### config.mk
export PLATFORM = sky130hd
export DESIGN_NAME = pe_context_seq_flat
export DESIGN_NICKNAME = d
export VERILOG_FILES = /design/src/rtl/pe_context_seq_pkg.sv /design/src/rtl/pe_context_seq_if.sv /design/src/rtl/pe_context_seq_mem.sv /design/src/rtl/pe_context_seq.sv /design/src/flat_wrapper.sv
export SDC_FILE = /design/constraint.sdc
export NUM_CORES = 1
export LEC_CHECK = 0
export BUFFER_PORTS_ARGS = -buffer_cell sky130_fd_sc_hd__buf_2
export CAP_MARGIN = 30
export CORE_ASPECT_RATIO = 0.8
export CORE_MARGIN = 3
export CORE_UTILIZATION = 45
export DETAILED_ROUTE_END_ITERATION = 8
export GPL_TIMING_DRIVEN = 1
export PLACE_DENSITY = 0.65
export SLEW_MARGIN = 15
export SYNTH_ARGS = -nofsm -noshare
export SYNTH_HDL_FRONTEND = slang
export SYNTH_HIERARCHICAL = 1
export SYNTH_SLANG_ARGS = --single-unit
### constraint.sdc
create_clock -name clk -period 6.5 [get_ports clk]
set_input_delay 1.3 -clock clk [delete_from_list [all_inputs] [get_ports clk]]
set_output_delay 1.3 -clock clk [all_outputs]
set_load 0.01 [all_outputs]
### src/rtl/pe_context_seq_pkg.sv
// Shared types and constants for the per-PE context sequencer.
// Optional stall input is enabled with `define PE_CTX_STALL_EN.
package pe_context_seq_pkg;

  localparam int unsigned PE_INST_W = 48;
  localparam int unsigned PE_DEPTH  = 16;
  localparam int unsigned PE_ADDR_W = 4;
  localparam int unsigned PE_ITER_W = 16;

  localparam logic [PE_INST_W-1:0] CTX_NOP = '0;

  typedef enum logic {
    IDLE = 1'b0,
    RUN  = 1'b1
  } state_e;

endpackage

### src/rtl/pe_context_seq_if.sv
// Config/launch/instruction bundle between a controller and the context sequencer.
// Carries the stall line only when PE_CTX_STALL_EN is defined.
interface pe_context_seq_if #(
  parameter int unsigned INST_W = 48,
  parameter int unsigned ADDR_W = 4,
  parameter int unsigned ITER_W = 16
);
  logic              cfg_valid;
  logic              cfg_ready;
  logic [ADDR_W-1:0] cfg_addr;
  logic [INST_W-1:0] cfg_data;
  logic              start;
  logic [ADDR_W:0]   len;
  logic [ITER_W-1:0] iter_cnt;
  logic              abort;
  logic [INST_W-1:0] inst;
  logic              busy;
  logic              done;
`ifdef PE_CTX_STALL_EN
  logic              stall;
`endif

  modport master (
    output cfg_valid, cfg_addr, cfg_data, start, len, iter_cnt, abort,
`ifdef PE_CTX_STALL_EN
    output stall,
`endif
    input  cfg_ready, inst, busy, done
  );

  modport slave (
    input  cfg_valid, cfg_addr, cfg_data, start, len, iter_cnt, abort,
`ifdef PE_CTX_STALL_EN
    input  stall,
`endif
    output cfg_ready, inst, busy, done
  );

endinterface

### src/rtl/pe_context_seq_mem.sv
// Context slot array: one write port, one combinational read port with
// write-through bypass so a same-edge write is visible to the reader.
module pe_ctx_mem #(
  parameter int unsigned INST_W = 48,
  parameter int unsigned DEPTH  = 16,
  parameter int unsigned ADDR_W = 4
) (
  input  logic              clk,
  input  logic              rst,
  input  logic              we,
  input  logic [ADDR_W-1:0] wr_addr,
  input  logic [INST_W-1:0] wr_data,
  input  logic [ADDR_W-1:0] rd_addr,
  output logic [INST_W-1:0] rd_data
);

  logic [INST_W-1:0] mem_q [DEPTH];
  logic [INST_W-1:0] mem_d [DEPTH];

  always_comb begin
    mem_d = mem_q;
    if (we) mem_d[wr_addr] = wr_data;
  end

  always_comb begin
    rd_data = mem_q[rd_addr];
    if (we && (wr_addr == rd_addr)) rd_data = wr_data;
  end

  always_ff @(posedge clk or negedge rst) begin
    if (!rst) begin
      for (int unsigned i = 0; i < DEPTH; i++) mem_q[i] <= '0;
    end else begin
      mem_q <= mem_d;
    end
  end

endmodule

### src/rtl/pe_context_seq.sv
// Per-PE context sequencer: replays slots 0..len-1 for iter_cnt iterations.
// Define PE_CTX_STALL_EN to add a stall input that freezes a run in place.
module pe_context_seq
  import pe_context_seq_pkg::*;
#(
  parameter int unsigned INST_W = PE_INST_W,
  parameter int unsigned DEPTH  = PE_DEPTH,
  parameter int unsigned ADDR_W = PE_ADDR_W,
  parameter int unsigned ITER_W = PE_ITER_W
) (
  input  logic            clk,
  input  logic            rst,
  pe_context_seq_if.slave bus
);

  state_e            state_q, state_d;
  logic [ADDR_W-1:0] cur_q, cur_d;
  logic [ADDR_W:0]   len_q, len_d;
  logic [ITER_W-1:0] iter_left_q, iter_left_d;
  logic [INST_W-1:0] inst_q, inst_d;
  logic              done_q, done_d;
  logic              busy_q, busy_d;

  logic              wr_en;
  logic [ADDR_W:0]   next_idx;
  logic              more_ctx;
  logic [ADDR_W-1:0] rd_addr;
  logic [INST_W-1:0] rd_data;
  logic              launch_ok;
  logic              stall_w;

`ifdef PE_CTX_STALL_EN
  assign stall_w = bus.stall;
`else
  assign stall_w = 1'b0;
`endif

  assign wr_en     = bus.cfg_valid && (state_q == IDLE);
  assign next_idx  = {1'b0, cur_q} + 1'b1;
  assign more_ctx  = next_idx < len_q;
  // Single read port: next slot while mid-iteration, otherwise slot 0 (launch or wrap).
  assign rd_addr   = ((state_q == RUN) && more_ctx) ? next_idx[ADDR_W-1:0] : '0;
  assign launch_ok = (bus.len != '0) && (bus.len <= (ADDR_W+1)'(DEPTH)) && (bus.iter_cnt != '0);

  pe_ctx_mem #(
    .INST_W (INST_W),
    .DEPTH  (DEPTH),
    .ADDR_W (ADDR_W)
  ) u_mem (
    .clk     (clk),
    .rst     (rst),
    .we      (wr_en),
    .wr_addr (bus.cfg_addr),
    .wr_data (bus.cfg_data),
    .rd_addr (rd_addr),
    .rd_data (rd_data)
  );

  always_comb begin
    state_d     = state_q;
    cur_d       = cur_q;
    len_d       = len_q;
    iter_left_d = iter_left_q;
    inst_d      = inst_q;
    done_d      = 1'b0;
    unique case (state_q)
      IDLE: begin
        inst_d = CTX_NOP;
        if (bus.start) begin
          if (launch_ok) begin
            state_d     = RUN;
            cur_d       = '0;
            len_d       = bus.len;
            iter_left_d = bus.iter_cnt;
            inst_d      = rd_data;
          end else begin
            done_d = 1'b1;
          end
        end
      end
      RUN: begin
        if (bus.abort) begin
          state_d = IDLE;
          inst_d  = CTX_NOP;
        end else if (!stall_w) begin
          if (more_ctx) begin
            cur_d  = next_idx[ADDR_W-1:0];
            inst_d = rd_data;
          end else if (iter_left_q > ITER_W'(1)) begin
            iter_left_d = iter_left_q - 1'b1;
            cur_d       = '0;
            inst_d      = rd_data;
          end else begin
            state_d = IDLE;
            inst_d  = CTX_NOP;
            done_d  = 1'b1;
          end
        end
      end
      default: state_d = IDLE;
    endcase
    busy_d = (state_d == RUN);
  end

  always_ff @(posedge clk or negedge rst) begin
    if (!rst) begin
      state_q     <= IDLE;
      cur_q       <= '0;
      len_q       <= '0;
      iter_left_q <= '0;
      inst_q      <= '0;
      done_q      <= 1'b0;
      busy_q      <= 1'b0;
    end else begin
      state_q     <= state_d;
      cur_q       <= cur_d;
      len_q       <= len_d;
      iter_left_q <= iter_left_d;
      inst_q      <= inst_d;
      done_q      <= done_d;
      busy_q      <= busy_d;
    end
  end

  assign bus.cfg_ready = (state_q == IDLE);
  assign bus.inst      = inst_q;
  assign bus.busy      = busy_q;
  assign bus.done      = done_q;

endmodule

### src/flat_wrapper.sv
// flat-port wrapper written by rule: the top's interface ports become plain ports
module pe_context_seq_flat import pe_context_seq_pkg::*;
#(
  parameter int unsigned INST_W = PE_INST_W,
  parameter int unsigned DEPTH  = PE_DEPTH,
  parameter int unsigned ADDR_W = PE_ADDR_W,
  parameter int unsigned ITER_W = PE_ITER_W
)
  (clk, rst, bus_cfg_valid, bus_cfg_addr, bus_cfg_data, bus_start, bus_len, bus_iter_cnt, bus_abort, bus_cfg_ready, bus_inst, bus_busy, bus_done);
  pe_context_seq_if #(.INST_W(INST_W), .ADDR_W(ADDR_W), .ITER_W(ITER_W)) bus_i ();
  input  logic clk;
  input  logic rst;
  input wire logic [$bits(bus_i.cfg_valid)-1:0] bus_cfg_valid;
  input wire logic [$bits(bus_i.cfg_addr)-1:0] bus_cfg_addr;
  input wire logic [$bits(bus_i.cfg_data)-1:0] bus_cfg_data;
  input wire logic [$bits(bus_i.start)-1:0] bus_start;
  input wire logic [$bits(bus_i.len)-1:0] bus_len;
  input wire logic [$bits(bus_i.iter_cnt)-1:0] bus_iter_cnt;
  input wire logic [$bits(bus_i.abort)-1:0] bus_abort;
  output wire logic [$bits(bus_i.cfg_ready)-1:0] bus_cfg_ready;
  output wire logic [$bits(bus_i.inst)-1:0] bus_inst;
  output wire logic [$bits(bus_i.busy)-1:0] bus_busy;
  output wire logic [$bits(bus_i.done)-1:0] bus_done;
  assign bus_i.cfg_valid = bus_cfg_valid;
  assign bus_i.cfg_addr = bus_cfg_addr;
  assign bus_i.cfg_data = bus_cfg_data;
  assign bus_i.start = bus_start;
  assign bus_i.len = bus_len;
  assign bus_i.iter_cnt = bus_iter_cnt;
  assign bus_i.abort = bus_abort;
  assign bus_cfg_ready = bus_i.cfg_ready;
  assign bus_inst = bus_i.inst;
  assign bus_busy = bus_i.busy;
  assign bus_done = bus_i.done;
  pe_context_seq #(.INST_W(INST_W), .DEPTH(DEPTH), .ADDR_W(ADDR_W), .ITER_W(ITER_W)) u_core (.clk(clk), .rst(rst), .bus(bus_i));
endmodule
==> run_results.csv <==
group,metric,value,unit
timing,fmaxAchievable,0.2364,GHz
yosys,syn-cell-area,38000,sq um
detailed_routing,dr.pass1.iters,5,
yosys,async_reset_ff_share,100.0,%
power_and_ir_drop,p_switching,4.239,mW
power_and_ir_drop,power.internal,11.89,mW
layout,fin_area,42990,sq um
clock_tree,cts_made_buffers,86,
worst_setup_path,rr_worst_depth,12,
layout,drive_gt1_share,53.19,%
yosys,yosysTopAreaCell,"dfrtp_1",
die,num_io_pins,129,
power_and_ir_drop,comb_power_share,22.6,%
worst_setup_path,r2r-start,"u_core/cur_q[0]",
clock_tree,clk_transition_reported_paths,0.06,ns
timing,rsz0062_at_grt,"no",
clock_tree,hold_buffers,0,
global_routing,antenna_found_initial,11,
clock_tree,cts_tree,"done",
power_and_ir_drop,p_per_area,375.1,nW/um^2
detailed_routing,drc,0,
clock_tree,clk_path_buf_depth,3,
die,die_area,87980,sq um
power_and_ir_drop,swShare,26.29,%
yosys,syn_avg_cell_area,15.55,sq um
die,coreArea,82920,sq um
power_and_ir_drop,power.leakage,18.73,nW
power_and_ir_drop,ir_drop,230.5,uV
worst_setup_path,critical_path_class,"reg -> reg",
layout,fin_util,51.85,%
yosys,synth.area.top_cells,"dfrtp_1, mux2_2, mux4_2",
worst_setup_path,reg2reg_slack,2.27,ns
detailed_routing,num_vias,21700,
yosys,syn_inst,2443,
run,maxCapViolations,0,
worst_setup_path,reg2reg_to,"u_core/bus.inst[28]",
clock_tree,clock-sinks,843,
detailed_routing,wl,94250,um
worst_hold_path,hold_start,"u_core/u_mem/mem_q[627]",
worst_setup_path,cp.required,7.09,ns
worst_hold_path,hold_depth,1,
power_and_ir_drop,total_power,16.13,mW
die,start_util,45.83,%
global_routing,globalRouteOverflowTotal,0,
power_and_ir_drop,pwr-share-clk,31.8,%
clock_tree,cts-root-buf,"clkbuf_16",
yosys,ys_types,54,
timing,slew_headroom,26.90,%
worst_setup_path,end_kind,"flop",
yosys,synthesis.nets,2528,
clock_tree,cts_htree_levels,3,
global_routing,grt_max_degree,186,
timing,maxSlewViolCount,0,
timing,hold_slack,0.5003,ns
die,die_w,330.9,um
detailed_routing,dr.first_iter.drc_count,1588,
worst_setup_path,crit_fanout,24,
layout,synthToLayoutAreaGrowth,13.15,%
detailed_routing,routed_via_density,5.896,
run_status,status,"finished, final reports clean",
place,numPortBuffers,128,
timing,fin_crit_sh,65.08,%
die,row_count,94,
worst_setup_path,cp-start-kind,"flop",
global_routing,grt_usage,21.73,%
clock_tree,ctsResizeCount,0,
detailed_routing,detail-route-antenna-nets,0,
yosys,synth-edff-count,0,
layout,fillers,6713,
yosys,ys_seq_area_share,55.52,%
detailed_routing,routedWlPerCell,25.61,um
clock_tree,clock_latency,0.65,ns
clock_tree,post_cts_buffers,0,
timing,fin_ws,2.269,ns
place,dpl.hpwl,53610,um
layout,finalNetCount,2584,
yosys,ys_seq_elements,843,
place,dpl_cell_area,40000,sq um
timing,finalHoldViolCount,0,
power_and_ir_drop,p_seq_share,45.7,%
place,placed_cells,3514,
worst_hold_path,whs_endpoint,"u_core/u_mem/mem_q[627]",
timing,worst_pin_slew,1.096,ns
timing,min_period,4.231,ns
yosys,synth_top_area_share,55.52,%
global_routing,grt_pass1_vias,23630,
timing,fin_tns_setup,0,ns
die,die_h,265.9,um
timing,finalSetupViolations,0,
layout,fin_cells,3680,
place,routabilityCongestion,0.7854,
worst_setup_path,cp_data_arrival_time,4.82,ns
worst_hold_path,min_path_type,"reg -> reg",
yosys,synthFlopType,"dfrtp_1",
timing,skew,0.02378,ns
global_routing,grt_pass1_wl,145600,um
yosys,ys_warn_count,6,
place,pre_cts_ws,2.184,ns
-- worst max-delay path, cell delays in order, from the launching register on --
cell and delay, ns:
dfrtp_1 0.44, ha_1 0.34, ha_1 0.28, a21boi_0 0.12, o2111ai_1 0.22, and3_1 0.29, and2_1 0.56, and2_2 0.89
buf_4 0.44, a22oi_1 0.15, nand2_1 0.13, mux2_2 0.16, and2_1 0.12
-- how the worst max path moves through the flow --
stage	start	end	slack, ns
3_3_place_gp	bus_len[1]	u_core/cur_q[3]	2.21
6_report	u_core/cur_q[0]	u_core/bus.inst[28]	2.27
4_1_cts	u_core/cur_q[0]	u_core/bus.inst[42]	2.22
2_1_floorplan	u_core/cur_q[0]	u_core/bus.inst[17]	2.99
5_1_grt	u_core/cur_q[0]	u_core/bus.inst[26]	2.04
3_5_place_dp	bus_len[1]	u_core/cur_q[3]	2.18
-- power groups by stage --
stage               Combinational, mW  Clock [mW]  Sequential [mW]
floorplan                        2.90           0             7.19
global placement                 3.54           0             7.32
detailed placement               3.67           0             7.45
CTS                              3.68        5.24             7.36
global route                     3.96        5.46             7.52
finish                           3.64        5.12             7.36
-- cells in the final DEF, fill, tap and decap left out, drive strengths merged, types with 3 or more instances in the layout --
master	instances
mux4	193
ha	7
nand3b	3
and2	53
nor4	12
mux2i	4
a211o	3
dfrtp	843
buf	179
nor3	9
a21oi	8
mux2	825
nand2	55
clkbuf	123
clkinv	23
or3	4
nor2	22
nand3	14
nor2b	6
xnor2	3
nor3b	3
a211oi	4
inv	11
or4	3
o22ai	8
bufinv	8
a22oi	94
xor2	4
o21ai	9
and3	3
nand2b	9
a21o	3
diode	6
-- area by class of cell --
type / count / area (sq um) / share of cell area [%]
Sequential cell: 843 / 21100 / 49.07
Timing Repair Buffer: 179 / 1406 / 3.271
Multi-Input combinational cell: 1382 / 16120 / 37.48
Tap cell: 1104 / 1381 / 3.213
Clock inverter: 36 / 419.2 / 0.9749
Antenna cell: 6 / 15.01 / 0.03492
Clock buffer: 123 / 2534 / 5.893
Inverter: 7 / 26.28 / 0.06112
-- sequential cells by signal, summed over array words and instances, names as in the netlist --
| name | flops |
|---|---|
| u_core/cur_q | 4 |
| u_core/len_q | 5 |
| u_core/u_mem/mem_q | 768 |
| u_core/bus.busy | 1 |
| u_core/bus.inst | 48 |
| u_core/bus.done | 1 |
| u_core/iter_left_q | 16 |
-- cells by family after synthesis --
logic type	after synthesis	synth area share (%)
AO/OA/AOI/OAI	147	2.809
XOR/XNOR	7	0.1614
adder cells (fa/ha/maj)	7	0.2305
buffers and inverters	218	2.473
flip-flops	843	55.52
multiplexers	1022	36.00
AND/OR/NAND/NOR	199	2.806
-- cells in the mapped netlist, types with 4 or more instances --
cell / n
dfrtp_1: 843
mux2_2: 824
mux4_2: 193
clkbuf_1: 108
a22oi_1: 94
buf_2: 67
nand2_1: 55
and2_1: 53
buf_1: 28
nor2_1: 22
nand3_1: 14
nor4_1: 11
nor3_1: 9
a21oi_1: 8
nand2b_1: 8
o21ai_0: 8
o22ai_1: 8
ha_1: 7
buf_4: 6
inv_1: 6
nor2b_1: 6
a211oi_1: 4
mux2i_1: 4
or3_1: 4
xor2_1: 4
-- metal layers --
layer	part of all wire, %	vias up	track usage [%]
met5	0.038	-	0
met4	2.2	6	5.382
met3	4.3	155	3.794
met2	49	442	35.93
met1	44	11890	30.03
li1	-	9207	-
Power figures use the tool's default switching activity.
